File: config.mk
export PLATFORM = sky130hd
export DESIGN_NAME = eth_rx_pkt_buf_ctrl
export DESIGN_NICKNAME = d
export VERILOG_FILES = /design/src/rtl/eth_rx_pkt_buf_ctrl.sv
export SDC_FILE = /design/constraint.sdc
export NUM_CORES = 1
export LEC_CHECK = 0
export BUFFER_PORTS_ARGS = -buffer_cell sky130_fd_sc_hd__buf_4
export CELL_PAD_IN_SITES_DETAIL_PLACEMENT = 0
export CELL_PAD_IN_SITES_GLOBAL_PLACEMENT = 1
export CORE_MARGIN = 2
export CORE_UTILIZATION = 36
export CTS_CLUSTER_DIAMETER = 30
export CTS_CLUSTER_SIZE = 16
export DETAILED_ROUTE_END_ITERATION = 10
export HOLD_SLACK_MARGIN = 0.08
export PLACE_DENSITY_LB_ADDON = 0.1
export SLEW_MARGIN = 20
export SYNTH_ARGS = -nofsm -noshare
export SYNTH_HDL_FRONTEND = slang
export SYNTH_SLANG_ARGS = --single-unit
File: constraint.sdc
create_clock -name clk_i -period 2.94 [get_ports clk_i]
set_input_delay 0.294 -clock clk_i [delete_from_list [all_inputs] [get_ports clk_i]]
set_output_delay 0.294 -clock clk_i [all_outputs]
set_load 0.02 [all_outputs]
File: src/rtl/eth_rx_pkt_buf_ctrl.sv
// Ethernet RX packet FIFO controller around an external 1r1w sync-read RAM.
// Packets commit on a good last beat; bad or overflowed packets are rewound.
module eth_rx_pkt_buf_ctrl #(
  parameter int width_p = 32,
  parameter int els_p = 64,
  parameter int ptr_width_lp = $clog2(els_p)
) (
  input  logic                    clk_i,
  input  logic                    reset_i,
  input  logic                    wr_v_i,
  input  logic [width_p-1:0]      wr_data_i,
  input  logic                    wr_last_i,
  input  logic                    wr_err_i,
  output logic                    mem_w_v_o,
  output logic [ptr_width_lp-1:0] mem_w_addr_o,
  output logic [width_p:0]        mem_w_data_o,
  output logic                    mem_r_v_o,
  output logic [ptr_width_lp-1:0] mem_r_addr_o,
  input  logic [width_p:0]        mem_r_data_i,
  output logic                    rd_v_o,
  output logic [width_p-1:0]      rd_data_o,
  output logic                    rd_last_o,
  input  logic                    rd_yumi_i,
  output logic                    pkt_commit_o,
  output logic                    pkt_drop_o
);

  typedef enum logic [1:0] {
    IDLE,
    ACTIVE,
    DISCARD
  } state_t;

  localparam logic [ptr_width_lp:0] depth =
    (ptr_width_lp+1)'(els_p);

  state_t state;
  logic [ptr_width_lp:0] wr_ptr;
  logic [ptr_width_lp:0] cmt_ptr;
  logic [ptr_width_lp:0] rd_ptr;
  logic commit_q;
  logic drop_q;

  logic full;
  logic avail;
  logic accept;

  assign full = (wr_ptr - rd_ptr) == depth;
  assign avail = cmt_ptr != rd_ptr;
  assign accept = wr_v_i & !full
                & (state != DISCARD) & !reset_i;

  assign mem_w_v_o = accept;
  assign mem_w_addr_o = wr_ptr[ptr_width_lp-1:0];
  assign mem_w_data_o = accept ? {wr_last_i, wr_data_i} : '0;
  assign pkt_commit_o = commit_q;
  assign pkt_drop_o = drop_q;

  always_ff @(posedge clk_i or posedge reset_i) begin
    if (reset_i) begin
      state <= IDLE;
      wr_ptr <= '0;
      cmt_ptr <= '0;
      commit_q <= 1'b0;
      drop_q <= 1'b0;
    end else begin
      commit_q <= 1'b0;
      drop_q <= 1'b0;
      if (wr_v_i) begin
        unique case (state)
          IDLE, ACTIVE: begin
            if (full) begin
              wr_ptr <= cmt_ptr;
              drop_q <= 1'b1;
              state <= wr_last_i ? IDLE : DISCARD;
            end else if (!wr_last_i) begin
              wr_ptr <= wr_ptr + 1'b1;
              state <= ACTIVE;
            end else if (wr_err_i) begin
              wr_ptr <= cmt_ptr;
              drop_q <= 1'b1;
              state <= IDLE;
            end else begin
              wr_ptr <= wr_ptr + 1'b1;
              cmt_ptr <= wr_ptr + 1'b1;
              commit_q <= 1'b1;
              state <= IDLE;
            end
          end
          DISCARD: begin
            if (wr_last_i) state <= IDLE;
          end
          default: state <= IDLE;
        endcase
      end
    end
  end

  // Read side: in-flight RAM data bypasses an empty buffer.
  logic inflight;
  logic [1:0] count;
  logic head;
  logic tail;
  logic [width_p:0] fifo_q [2];
  logic [width_p:0] head_data;
  logic [1:0] occ;
  logic issue;
  logic pop;
  logic push;
  logic pop_buf;

  assign occ = count + {1'b0, inflight};
  assign issue = avail & (occ < 2'd2);
  assign mem_r_v_o = issue;
  assign mem_r_addr_o = rd_ptr[ptr_width_lp-1:0];

  assign head_data = (count != 2'd0) ? fifo_q[head]
                                     : mem_r_data_i;
  assign rd_v_o = (count != 2'd0) | inflight;
  assign rd_data_o = rd_v_o ? head_data[width_p-1:0] : '0;
  assign rd_last_o = rd_v_o & head_data[width_p];

  assign pop = rd_yumi_i & rd_v_o;
  assign pop_buf = pop & (count != 2'd0);
  assign push = inflight & !(pop & (count == 2'd0));

  always_ff @(posedge clk_i or posedge reset_i) begin
    if (reset_i) begin
      rd_ptr <= '0;
      inflight <= 1'b0;
      count <= 2'd0;
      head <= 1'b0;
      tail <= 1'b0;
    end else begin
      if (issue) rd_ptr <= rd_ptr + 1'b1;
      inflight <= issue;
      if (push) tail <= ~tail;
      if (pop_buf) head <= ~head;
      unique case ({push, pop_buf})
        2'b10: count <= count + 2'd1;
        2'b01: count <= count - 2'd1;
        default: count <= count;
      endcase
    end
  end

  always_ff @(posedge clk_i) begin
    if (push) fifo_q[tail] <= mem_r_data_i;
  end

  a_yumi_legal: assert property (
    @(posedge clk_i) disable iff (reset_i)
    !(rd_yumi_i && !rd_v_o));

  a_els_pow2: assert property (
    @(posedge clk_i) (els_p & (els_p - 1)) == 0);

endmodule
==> results.tsv <==
metric	value	unit
nets	651	
syn_area	4800	um2
cts_buffers	9	
utilization	51.2	%
max_freq	347	MHz
report.final.slew_viol_count	0	
yosys_most_used_dff	edfxtp_1	
cp_slowest_cell	dfrtp_1	
num_rows	42	
first_global_vias	3659	
crit_fanout	7	
grt_antenna_before_repair	0	
cp-start-kind	register	
fin_crit	2.88	ns
tightest_slew	0.484	ns
yosys-top-cells-area	edfxtp_1, dfrtp_1, mux2i_1, and2_1, nand3_1	
min_from	mem_r_data_i[7]	
setup_slack	0.0603	ns
clock_latency	0.35	ns
power_leakage	2.84	nW
worst_r2r_path_depth	10	
path_clk_slew	0.07	ns
die_h	120	um
synthTopCellsByCount	edfxtp_1, nand3_1, o21ai_0	
vdd_drop_max	0.491	mV
place.gp.congestion	0.765	
finalSetupViolCount	0	
synth_top_cell_area_share	41.3	%
hold_path_end	fifo_q[1][7]	
rrSetupSlack	0.25	ns
wl_per_cell	16.8	um
syn-instance-count	403	
cp.required	2.65	ns
antenna_left	0	
grt_max_degree	34	
status	completed	
yosysSeqAreaShare	56.9	%
total_power	7.58	mW
r2r-end	cmt_ptr[3]	
rsz0062_at_grt	true	
syn_avg_cell_area	11.9	um2
synth_edf_count	66	
worstPathCellList	inv_2 -> ha_4 -> inv_1 -> a221o_1 -> a2111oi_4 -> o21ai_4 -> and4_4 -> and2_1 -> buf_6	
crit_path_max_incr_delay	0.38	ns
cts.sinks	96	
cp-end-kind	output pin	
r2r_start	rd_ptr[3]	
vias	3639	
path_delay_family	compound AO/OA/AOI/OAI gates	
cts_root_buf	clkbuf_16	
wl	12600	um
yosysUniqueCellTypes	45	
hpwlAfterDp	8520	um
cts_tree	built	
hold_viol	0	
grt.total_usage	17.7	%
critPathBufInv	3	
drive_gt1_share	39.9	%
hold_depth	1	
dr.pass1.iters	4	
critical_path_class	reg -> out	
dieArea	14300	um2
p_per_area	1130	nW/um2
skew	0.00811	ns
cts.path.max_buffers	2	
dp_slack	0.183	ns
vias_per_cell	4.84	
ys_ff_latch	96	
max_cap_viol_count	0	
hold_buffers	0	
grt_remaining_overflow	0	
die_w	120	um
numPortBuffers	153	
yosysWarnings	0	
coreArea	13100	um2
worstPathArrival	2.59	ns
synth_most_common_cell	edfxtp_1	
drt_iter0_drc	138	
area_growth	40.0	%
grt_first_pass_wirelength	19600	um
n_antenna_cell	0	
synth_nets	483	
netlist.top_cell.by_area	edfxtp_1	
slew-limit-headroom	67.4	%
ys_async_sr_fraction	31.3	%
start_util	36.6	%
h-tree-depth	3	
io_pins	154	
min_path_type	in -> reg	
fin_crit_sh	97.9	%
drcViolationCount	0	
==> kinds of logic after synthesis <==
group	Yosys count	share of synthesized area (%)
muxes	40	8.52
DFF	96	56.9
buffers and inverters	43	4.77
adders and majority gates	9	2.34
and+or+nand+nor	126	14.3
AOI/OAI and AO/OA	63	8.44
xor gates and xnor gates	26	4.74
==> through the flow <==
stage,TNS [ns],instance area [um2],hold slack [ns],cells
floorplan,0,4800,0.383,403
global placement,0,6150,0.470,717
detailed placement,0,6150,0.460,717
CTS,0,6580,0.113,743
global route,-0.166,6730,0.119,752
finish,0,6730,0.136,752
==> how the worst max path moves through the flow <==
stage / from / to / slack, ns / cells after the start
CTS: wr_ptr[0] / mem_w_data_o[6] / 0.003 / 9
floorplan: count[0] / fifo_q[0][0] / 0.22 / 5
detailed placement: rd_ptr[3] / mem_w_data_o[12] / 0.18 / 9
finish: rd_ptr[3] / mem_w_data_o[12] / 0.06 / 9
global placement: rd_ptr[5] / mem_w_data_o[9] / 0.27 / 9
global route: rd_ptr[3] / mem_w_data_o[12] / -0.03 / 9
==> worst register-to-register path, stage by stage (launching register included) <==
cell       delay, ns
dfrtp_1         0.38
inv_2           0.07
ha_4            0.28
inv_1           0.05
a221o_1         0.37
a2111oi_4       0.38
o21ai_4         0.15
buf_4           0.16
buf_4           0.13
nand4b_2        0.22
mux2_2          0.38
==> layout by cell type, fill, tap and decap left out, types with 10 or more instances in the layout <==
cell and count:
buf_4 166, edfxtp_1 66, nand3_1 37, and2_1 35, o21ai_0 35, mux2i_1 33
dfrtp_1 25, nand2_1 19, xnor2_1 16, buf_6 16, xor2_1 10
==> power by group <==
| group | internal [mW] | total (mW) | switching, mW | leakage, nW |
|---|---|---|---|---|
| Clock | 0.587 | 1.11 | 0.528 | 0.135 |
| Combinational | 1.82 | 4.15 | 2.33 | 1.73 |
| Sequential | 2.01 | 2.31 | 0.300 | 0.973 |
| Total | 4.42 | 7.58 | 3.16 | 2.84 |
==> sequential cells by signal, indices dropped and copies added (netlist names), 2 cells and up <==
signal and count:
cmt_ptr 7, wr_ptr 7, rd_ptr 7, count 2, state 2, fifo_q 66
==> cell type report <==
type | instances | area (um2)
repair buffers | 184 | 1470
well taps | 176 | 220
inverters | 11 | 41.3
multi-input cells | 269 | 1980
clock inverters | 6 | 53.8
clock buffers | 10 | 229
flip-flops and latches | 96 | 2740
fillers | 1217 | 6410
==> routing by layer <==
| layer | GRT usage, % | share of wire [%] | up-vias |
|---|---|---|---|
| met5 | 0 | 0 | - |
| met4 | 7.50 | 1.9 | 0 |
| met3 | 2.99 | 3.7 | 15 |
| met2 | 31.1 | 52 | 74 |
| met1 | 21.5 | 43 | 1747 |
| li1 | - | - | 1803 |
==> what timing repair did <==
| action | in CTS | in global routing |
|---|---|---|
| setup endpoints to repair | 34 | 33 |
| pin swaps | 7 | 10 |
| resized for setup | 13 | 21 |
| setup buffers | 6 | 8 |
| gates cloned | 4 | 1 |
Power figures use the tool's default switching activity.
